==> src/rtl/morse_char_sequencer.sv <==
`timescale 1ns/1ps
// morse_char_sequencer
//   Feeds the piezo buzzer driver. ASCII characters are buffered in a small
//   FIFO, encoded to a morse length/pattern pair, issued to the driver with a
//   one-cycle start, and separated by inter-letter / inter-word silences that
//   the driver does not generate itself.
//
//   Optional feature macro: MORSE_DIGITS_EN (define to encode '0'-'9';
//   otherwise digits are reported as bad_char and dropped).
//
// Ports
//   clk, rst_n        25 MHz clock, synchronous active-low reset
//   char_valid/_data  character offered by the source (held until char_ready)
//   char_ready        FIFO not full
//   morse_start       one-cycle start pulse to the driver
//   morse_len/_pattern symbol count 1..5 / symbols LSB first (1 = dash)
//   drv_busy          driver busy handshake
//   seq_busy          FIFO non-empty or sequencer not idle
//   bad_char          one-cycle pulse, unsupported character dropped
//   drv_err           one-cycle pulse, driver never acknowledged a start
//   fifo_count        FIFO occupancy
module morse_char_sequencer #(
  parameter int FIFO_DEPTH     = 8,
  parameter int LETTER_GAP_CYC = 10000000,
  parameter int WORD_GAP_CYC   = 20000000,
  parameter int ACK_TIMEOUT    = 16
) (
  input  logic                          clk,
  input  logic                          rst_n,
  input  logic                          char_valid,
  input  logic [7:0]                    char_data,
  output logic                          char_ready,
  output logic                          morse_start,
  output logic [2:0]                    morse_len,
  output logic [4:0]                    morse_pattern,
  input  logic                          drv_busy,
  output logic                          seq_busy,
  output logic                          bad_char,
  output logic                          drv_err,
  output logic [$clog2(FIFO_DEPTH):0]   fifo_count
);
  localparam int AW     = $clog2(FIFO_DEPTH);
  localparam int CW     = AW + 1;
  localparam int TMAX_A = (LETTER_GAP_CYC > WORD_GAP_CYC) ? LETTER_GAP_CYC : WORD_GAP_CYC;
  localparam int TMAX   = (TMAX_A > ACK_TIMEOUT) ? TMAX_A : ACK_TIMEOUT;
  localparam int TW     = $clog2(TMAX + 1);

  localparam logic [1:0] ENC_BAD   = 2'd0;
  localparam logic [1:0] ENC_SYM   = 2'd1;
  localparam logic [1:0] ENC_SPACE = 2'd2;

  typedef enum logic [2:0] {
    S_IDLE, S_FETCH, S_ISSUE, S_WAIT_ACK, S_WAIT_DONE, S_GAP
  } state_t;

  // ---------------- FIFO ----------------
  logic [7:0]    mem [FIFO_DEPTH];
  logic [AW-1:0] wr_ptr, rd_ptr;
  logic [CW-1:0] count;
  logic          push, pop;

  assign char_ready = (count != CW'(FIFO_DEPTH));
  assign push       = char_valid && char_ready;
  assign fifo_count = count;

  // Storage needs no reset; only entries below count are ever read.
  always_ff @(posedge clk)
    if (push) mem[wr_ptr] <= char_data;

  // Pointers wrap naturally because the depth is a power of two.
  always_ff @(posedge clk) begin
    if (!rst_n) begin
      wr_ptr <= '0;
      rd_ptr <= '0;
      count  <= '0;
    end else begin
      if (push) wr_ptr <= wr_ptr + AW'(1);
      if (pop)  rd_ptr <= rd_ptr + AW'(1);
      case ({push, pop})
        2'b10:   count <= count + CW'(1);
        2'b01:   count <= count - CW'(1);
        default: count <= count;
      endcase
    end
  end

  // ---------------- encoder (head of FIFO) ----------------
  logic [7:0] head, fold;
  logic [1:0] enc_kind;
  logic [7:0] enc;          // {len[2:0], pattern[4:0]}

  assign head = mem[rd_ptr];
  assign fold = (head >= 8'h61 && head <= 8'h7A) ? head - 8'h20 : head;

  always_comb begin
    enc_kind = ENC_SYM;
    enc      = '0;
    case (fold)
      "A": enc = {3'd2, 5'b00010};
      "B": enc = {3'd4, 5'b00001};
      "C": enc = {3'd4, 5'b00101};
      "D": enc = {3'd3, 5'b00001};
      "E": enc = {3'd1, 5'b00000};
      "F": enc = {3'd4, 5'b00100};
      "G": enc = {3'd3, 5'b00011};
      "H": enc = {3'd4, 5'b00000};
      "I": enc = {3'd2, 5'b00000};
      "J": enc = {3'd4, 5'b01110};
      "K": enc = {3'd3, 5'b00101};
      "L": enc = {3'd4, 5'b00010};
      "M": enc = {3'd2, 5'b00011};
      "N": enc = {3'd2, 5'b00001};
      "O": enc = {3'd3, 5'b00111};
      "P": enc = {3'd4, 5'b00110};
      "Q": enc = {3'd4, 5'b01011};
      "R": enc = {3'd3, 5'b00010};
      "S": enc = {3'd3, 5'b00000};
      "T": enc = {3'd1, 5'b00001};
      "U": enc = {3'd3, 5'b00100};
      "V": enc = {3'd4, 5'b01000};
      "W": enc = {3'd3, 5'b00110};
      "X": enc = {3'd4, 5'b01001};
      "Y": enc = {3'd4, 5'b01101};
      "Z": enc = {3'd4, 5'b00011};
`ifdef MORSE_DIGITS_EN
      "0": enc = {3'd5, 5'b11111};
      "1": enc = {3'd5, 5'b11110};
      "2": enc = {3'd5, 5'b11100};
      "3": enc = {3'd5, 5'b11000};
      "4": enc = {3'd5, 5'b10000};
      "5": enc = {3'd5, 5'b00000};
      "6": enc = {3'd5, 5'b00001};
      "7": enc = {3'd5, 5'b00011};
      "8": enc = {3'd5, 5'b00111};
      "9": enc = {3'd5, 5'b01111};
`endif
      8'h20:   enc_kind = ENC_SPACE;
      default: enc_kind = ENC_BAD;
    endcase
  end

  // ---------------- sequencer FSM ----------------
  state_t        state, state_nx;
  logic [TW-1:0] tmr, tmr_nx;
  logic [2:0]    len_q, len_nx;
  logic [4:0]    pat_q, pat_nx;
  logic          bad_nx, err_nx;

  always_ff @(posedge clk) begin
    if (!rst_n) begin
      state <= S_IDLE;
      tmr   <= '0;
      len_q <= '0;
      pat_q <= '0;
    end else begin
      state <= state_nx;
      tmr   <= tmr_nx;
      len_q <= len_nx;
      pat_q <= pat_nx;
    end
  end

  always_comb begin
    state_nx = state;
    tmr_nx   = tmr;
    len_nx   = len_q;
    pat_nx   = pat_q;
    pop      = 1'b0;
    bad_nx   = 1'b0;
    err_nx   = 1'b0;
    case (state)
      S_IDLE:
        if (count != '0) state_nx = S_FETCH;
      S_FETCH: begin
        pop = 1'b1;
        case (enc_kind)
          ENC_SYM: begin
            // len/pattern only move here, so they stay put while the
            // driver latches them a cycle after the start pulse.
            len_nx   = enc[7:5];
            pat_nx   = enc[4:0];
            state_nx = S_ISSUE;
          end
          ENC_SPACE: begin
            tmr_nx   = TW'(WORD_GAP_CYC);
            state_nx = S_GAP;
          end
          default: begin
            bad_nx   = 1'b1;
            state_nx = S_IDLE;
          end
        endcase
      end
      S_ISSUE: begin
        tmr_nx   = TW'(ACK_TIMEOUT);
        state_nx = S_WAIT_ACK;
      end
      S_WAIT_ACK:
        if (drv_busy) begin
          state_nx = S_WAIT_DONE;
        end else if (tmr <= TW'(1)) begin
          err_nx   = 1'b1;
          state_nx = S_IDLE;
        end else begin
          tmr_nx = tmr - TW'(1);
        end
      S_WAIT_DONE:
        if (!drv_busy) begin
          tmr_nx   = TW'(LETTER_GAP_CYC);
          state_nx = S_GAP;
        end
      S_GAP:
        // Leaves on the cycle the count reads 1, so the gap lasts exactly
        // the loaded number of cycles.
        if (tmr <= TW'(1)) state_nx = S_IDLE;
        else               tmr_nx   = tmr - TW'(1);
      default:
        state_nx = S_IDLE;
    endcase
  end

  assign morse_start   = (state == S_ISSUE);
  assign morse_len     = len_q;
  assign morse_pattern = pat_q;
  assign seq_busy      = (count != '0) || (state != S_IDLE);
  assign bad_char      = bad_nx;
  assign drv_err       = err_nx;

endmodule

==> config.mk <==
export PLATFORM = sky130hd
export DESIGN_NAME = morse_char_sequencer
export DESIGN_NICKNAME = d
export VERILOG_FILES = /design/src/rtl/morse_char_sequencer.sv
export SDC_FILE = /design/constraint.sdc
export NUM_CORES = 1
export LEC_CHECK = 0
export ABC_AREA = 1
export ABC_CLOCK_PERIOD_IN_PS = 9500
export CORE_UTILIZATION = 50
export CTS_CLUSTER_DIAMETER = 200
export DETAILED_ROUTE_END_ITERATION = 10
export PLACE_DENSITY_LB_ADDON = 0.12
export SYNTH_ARGS = -nofsm -noshare
export SYNTH_HDL_FRONTEND = slang
export SYNTH_SLANG_ARGS = --single-unit
==> constraint.sdc <==
create_clock -name clk -period 9.5 [get_ports clk]
set_input_delay 1.9 -clock clk [delete_from_list [all_inputs] [get_ports clk]]
set_output_delay 1.9 -clock clk [all_outputs]
set_load 0.01 [all_outputs]
==> impl_metrics.ini, run 1 <==
[run_status]
outcome = complete, but fails checks
violations = DRC

[floorplanning]
start_util = 0.524
fp.coreArea_sq_um = 11600
die_y_um = 112
io_pins = 29
die_w_um = 112
row_count = 39
die_area_sq_um = 12600

[clock_network]
numCtsBuffers = 9
clk_latency_ps = 360
cts_buffer_depth = 2
cts_resized = 0
htree_levels = 3
cts_root_buf = clkbuf_16
cts_tree = done
cts-hold-fix-buffers = 0
clk_pin_slew_worst_paths_ps = 70
post_cts_buffers = 0
clock_sinks = 112

[logic_synthesis]
synth_fp_nets = 782
yosys.area_share.simple = 0.289
synthArstFlopShare = 0
synth_compound_area_frac = 0.106
yosysUniqueCellTypes = 51
netlist_area_sq_um = 6080
synth_edf_count = 64
synth_top_area_frac = 0.316
synthAdderAreaFrac = 0.0259
synth_top_cell_by_area = edfxtp_1
postSynthAreaPerCell_sq_um = 8.02
synthFlopType = edfxtp_1
ys_seq_elements = 112
synth_xor_area_frac = 0.0144
seq_area_frac_synth = 0.474
synth_top_family_by_area = simple AND/OR/NAND/NOR gates
ys_warn_count = 0
synth.area.top_cells = edfxtp_1 (32%), dfxtp_1 (16%), nand2_1 (11%), nor2_1 (7.0%), inv_1 (5.9%)
synthesis.instances = 758
synthMuxAreaShare = 0

[placed_design]
dpl.hpwl_mm = 9.47
port_buffers = 27
gp_congestion = 0.876

[worst_setup_path]
r2r_setup_slack_ps = 4290
cp.required_ps = 7600
start_kind = register
cp.arrival_ps = 4290
path_class = reg2out
worst_setup_path_end_kind = primary output
worstPathMaxFanout = 17

[timing]
period_minus_slack_ps = 6190
final.period_utilization = 0.652
fmax_mhz = 161
setup_violations = 0
slew_headroom = 0.315
finClkSkew_ps = 5.86
tightest_slew_ps = 1020
drv_slew = 0
fin_tns_setup_ps = 0
grt_setup_unrepaired = no
finalHoldViolCount = 0

[global_routing]
grt_pass1_wl_mm = 22.8
grt-ovfl-total = 0
grt_max_degree = 34
track_usage = 0.231
grt_pass1_vias = 4746
antenna_found_initial = 0

[detailed_routing]
wl_mm = 13.5
vias = 4905
ant_nets = 0
drtPass1Iterations = 10
avgRoutedWirePerCell_um = 14.6
routed_via_density = 5.31
drtIter0Drc = 374
drc_errors = 1

[final_layout]
drive_gt1_frac = 0.0819
final_cell_mix = nand2_1 (177), nor2_1 (113), inv_1 (95)
insertedDiodeCount = 0
area_growth_pct = 9.38
nets = 800
final_common_cell = nand2_1
nFillCells = 1053

[run]
maxCapViolCount = 0

[min_path]
min_path_type = reg2reg
logic make-up (layout without fill, tap and decap cells):
group,Yosys count,in the layout
and+or+nand+nor,390,390
buffers and inverters,122,145
DFF,112,112
AOI/OAI and AO/OA,111,111
adders and majority gates,12,12
xor gates and xnor gates,10,10
other,1,1
cell usage after synthesis, types with 2 or more instances:
library cell and instances:
nand2_1 177, nor2_1 113, inv_1 95, edfxtp_1 64
dfxtp_1 48, nand3_1 38, o21ai_0 37, a21oi_1 35
nand2_2 16, ha_1 11, nor3_1 10, o21ai_1 9
buf_6 8, nand3_2 8, xor2_1 8, a211oi_1 7
nand4_1 7, nand2_4 6, a221oi_1 5, buf_4 5
and3_1 4, buf_2 4, inv_2 4, clkbuf_1 3
o31ai_1 3, a41oi_1 2, nor2_2 2, nor2_4 2
o21a_1 2, o22ai_1 2, or2_2 2, xnor2_1 2
metal layers:
metal | share of wire | routed length [um] | global-route usage
met3 | 0.047 | 634 | 0.0335
met5 | 0 | 0 | 0
met1 | 0.45 | 6080 | 0.300
met4 | 0.023 | 313 | 0.107
met2 | 0.48 | 6470 | 0.385
worst paths after layout:
check	start	endpoint	depth (start not counted)
worst max-delay path	register	bad_char	21
worst min-delay path	morse_len[2]	morse_len[2]	2
worst max register to register	register	tmr[23]	25
worst min register to register	morse_len[2]	morse_len[2]	2
flip-flops by register name, summed over array words and instances (netlist names), named ones only:
name / cells
fifo_count: 4
mem: 64
morse_len: 3
morse_pattern: 4
rd_ptr: 3
state: 3
tmr: 25
wr_ptr: 3
final cells by class:
type / count / area, sq um / area share
tap: 143 / 179 / 0.0269
timing repair buffer: 28 / 278 / 0.0418
sequential: 112 / 2880 / 0.433
clock inverter: 7 / 51.3 / 0.00771
clock buffer: 9 / 225 / 0.0339
multi-input combinational: 524 / 2650 / 0.398
inverter: 101 / 387 / 0.0581
metrics by stage:
stage | hold WS, ps | cells | instance area [sq um] | setup WS (ps) | utilization
floorplan | 452 | 758 | 6080 | 4860 | -
global placement | 454 | 908 | 6380 | 3750 | 0.549
detailed placement | 456 | 908 | 6380 | 3670 | 0.549
CTS | 467 | 924 | 6650 | 3270 | 0.573
global route | 507 | 924 | 6650 | 2920 | 0.573
finish | 463 | 924 | 6650 | 3310 | 0.573
worst max-delay path: stages (launching register included):
cell,delay [ps]
dfxtp_1,800
inv_4,210
nor2_1,140
o21ai_1,70
nand2_1,70
nand2_1,50
nand2_1,110
inv_1,60
ha_1,250
or2_2,280
nand4_2,140
nand2_4,90
nor2_4,250
nand2_1,100
nand2_1,90
nor2_1,60
nand3_1,80
nor2_2,60
ha_1,270
inv_1,40
nor2_1,130
clkdlybuf4s50_1,550
Power of run 1 is not shown: default switching activity piles up to over one toggle a cycle in this logic, so the estimate is an artifact.
==> run 2: changes to the inputs <==
--- a/config.mk
+++ b/config.mk
@@ -6,7 +6,7 @@
 export NUM_CORES = 1
 export LEC_CHECK = 0
 export ABC_AREA = 1
-export ABC_CLOCK_PERIOD_IN_PS = 9500
+export ABC_CLOCK_PERIOD_IN_PS = 5460
 export CORE_UTILIZATION = 50
 export CTS_CLUSTER_DIAMETER = 200
 export DETAILED_ROUTE_END_ITERATION = 10
==> constraint.sdc (replaced) <==
create_clock -name clk -period 5.46 [get_ports clk]
set_input_delay 1.092 -clock clk [delete_from_list [all_inputs] [get_ports clk]]
set_output_delay 1.092 -clock clk [all_outputs]
set_load 0.01 [all_outputs]
==> impl_metrics.ini, run 2 (synthesized netlist as in run 1, its figures left out) <==
[timing]
setup_violations = 0
slew_headroom = 0.314
grt_setup_unrepaired = no
drv_slew = 0
fin_tns_setup_ps = 0
tightest_slew_ps = 1030
finClkSkew_ps = 11.5
finalWorstSetupSlack_ps = 419
final.period_utilization = 0.923
period_minus_slack_ps = 5040
finalHoldViolCount = 0
fmax_mhz = 198

[run_status]
outcome = complete, but fails checks
violations = DRC

[floorplanning]
start_util = 0.524
die_y_um = 112
die_area_sq_um = 12600
die_w_um = 112
fp.coreArea_sq_um = 11600
row_count = 39
io_pins = 29

[final_layout]
drive_gt1_frac = 0.0879
nets = 804
insertedDiodeCount = 0
regMostFlops = mem
area_growth_pct = 10.2
final_common_cell = nand2_1
largest_register_ffs = 64
nFillCells = 1082
final_cells = 928
final_cell_mix = nand2_1 (177), nor2_1 (113), inv_1 (95)
largestRegisters = mem: 64 flops, tmr: 25 flops

[min_path]
holdPathStages = 2
hold_path_startpoint = morse_len[0]
min_path_type = reg2reg
holdPathEnd = morse_len[0]

[detailed_routing]
avgRoutedWirePerCell_um = 14.8
routed_via_density = 5.37
ant_nets = 0
drc_errors = 1
drtIter0Drc = 387
vias = 4987
wl_mm = 13.7
drtPass1Iterations = 8

[clock_network]
htree_levels = 3
cts_root_buf = clkbuf_16
clk_latency_ps = 360
cts_buffer_depth = 2
numCtsBuffers = 9
cts_tree = done
post_cts_buffers = 0
clock_sinks = 112
clk_pin_slew_worst_paths_ps = 80

[worst_setup_path]
worstPathMaxFanout = 12
crit_chain = buf_4, nor2_1, nor2_1, o21ai_0, o211ai_1, o21ai_2, ha_1, or2_2, nand4_2, nand2_4, nor2_4, nand2_1, nand2_1, nor2_1, nand3_1, nor2_2, ha_1, inv_1, nor2_1, clkdlybuf4s50_1
r2r-end = tmr[15]
crit_slowest_cell = clkdlybuf4s50_1
path_common_cell = nor2_1
cp.required_ps = 4370
reg2regPathDepth = 26
worst_setup_path_end_kind = primary output
critPathMaxStageDelay_ps = 550
start_kind = register
cp.arrival_ps = 3950
path_class = reg2out
r2r_setup_slack_ps = 1030

[placed_design]
dpl.hpwl_mm = 9.71
gp_congestion = 0.893
pre_cts_slack_ps = 651
port_buffers = 27
placed_cells_incl_taps = 912

[run]
maxCapViolCount = 0

[global_routing]
grt_pass1_wl_mm = 23.2
grt_max_degree = 33
antenna_found_initial = 0
track_usage = 0.235
grt_pass1_vias = 4851
grt-ovfl-total = 0
[run 2: cell count changes in the layout (fill, tap and decap cells not counted)]
cell	before	now
buf_4	1	5
bufinv_16	0	1
clkbuf_1	0	3
clkinv_1	2	0
clkinv_4	0	1
clkinvlp_4	2	1
dfxtp_1	48	46
dfxtp_2	0	2
inv_6	3	2
inv_8	1	0
[run 2: final cells by class]
type	count	area, sq um	area share
clock buffers	12	236	0.0353
clock inverters	4	55.1	0.00822
inverters	101	387	0.0577
multi-input cells	524	2650	0.396
flip-flops and latches	112	2890	0.431
well taps	143	179	0.0267
repair buffers	32	308	0.0459
[run 2: timing repair]
item | 4_1_cts | 5_1_grt
setup endpoints to repair | 0 | 1
hold buffers | 0 | 0
resized for setup | 0 | 2
[run 2: critical path: cells and delay by family, from the launching register on]
kind	cells	cell delay [ps]
DFF	1	460
buffers and inverters	3	790
and+or+nand+nor	12	1420
adders and majority gates	2	580
AOI/OAI and AO/OA	3	350
[run 2: metrics by stage]
step / area, sq um / utilization / hold WS [ps]
2_1_floorplan: 6080 / - / 452
3_3_place_gp: 6410 / 0.552 / 452
3_5_place_dp: 6410 / 0.552 / 460
4_1_cts: 6700 / 0.577 / 472
5_1_grt: 6700 / 0.577 / 490
6_report: 6700 / 0.577 / 468
[run 2: worst max-delay path by stage]
stage                   from  slack (ps)       end  cells past startpoint
finish              register         420  bad_char                     20
global route        register          80  bad_char                     20
CTS                 register         250  bad_char                     18
detailed placement  register         650  bad_char                     18
global placement    register         750  bad_char                     20
floorplan           register        1630  bad_char                     20
[run 2: layer usage]
layer  up-vias  track usage  wire length, um
met5         -            0                0
li1       2517            -                -
met1      2348        0.312             6380
met3        17       0.0329              604
met4         0        0.103              255
met2       105        0.386             6500
Power of run 2 is left out for the same reason.
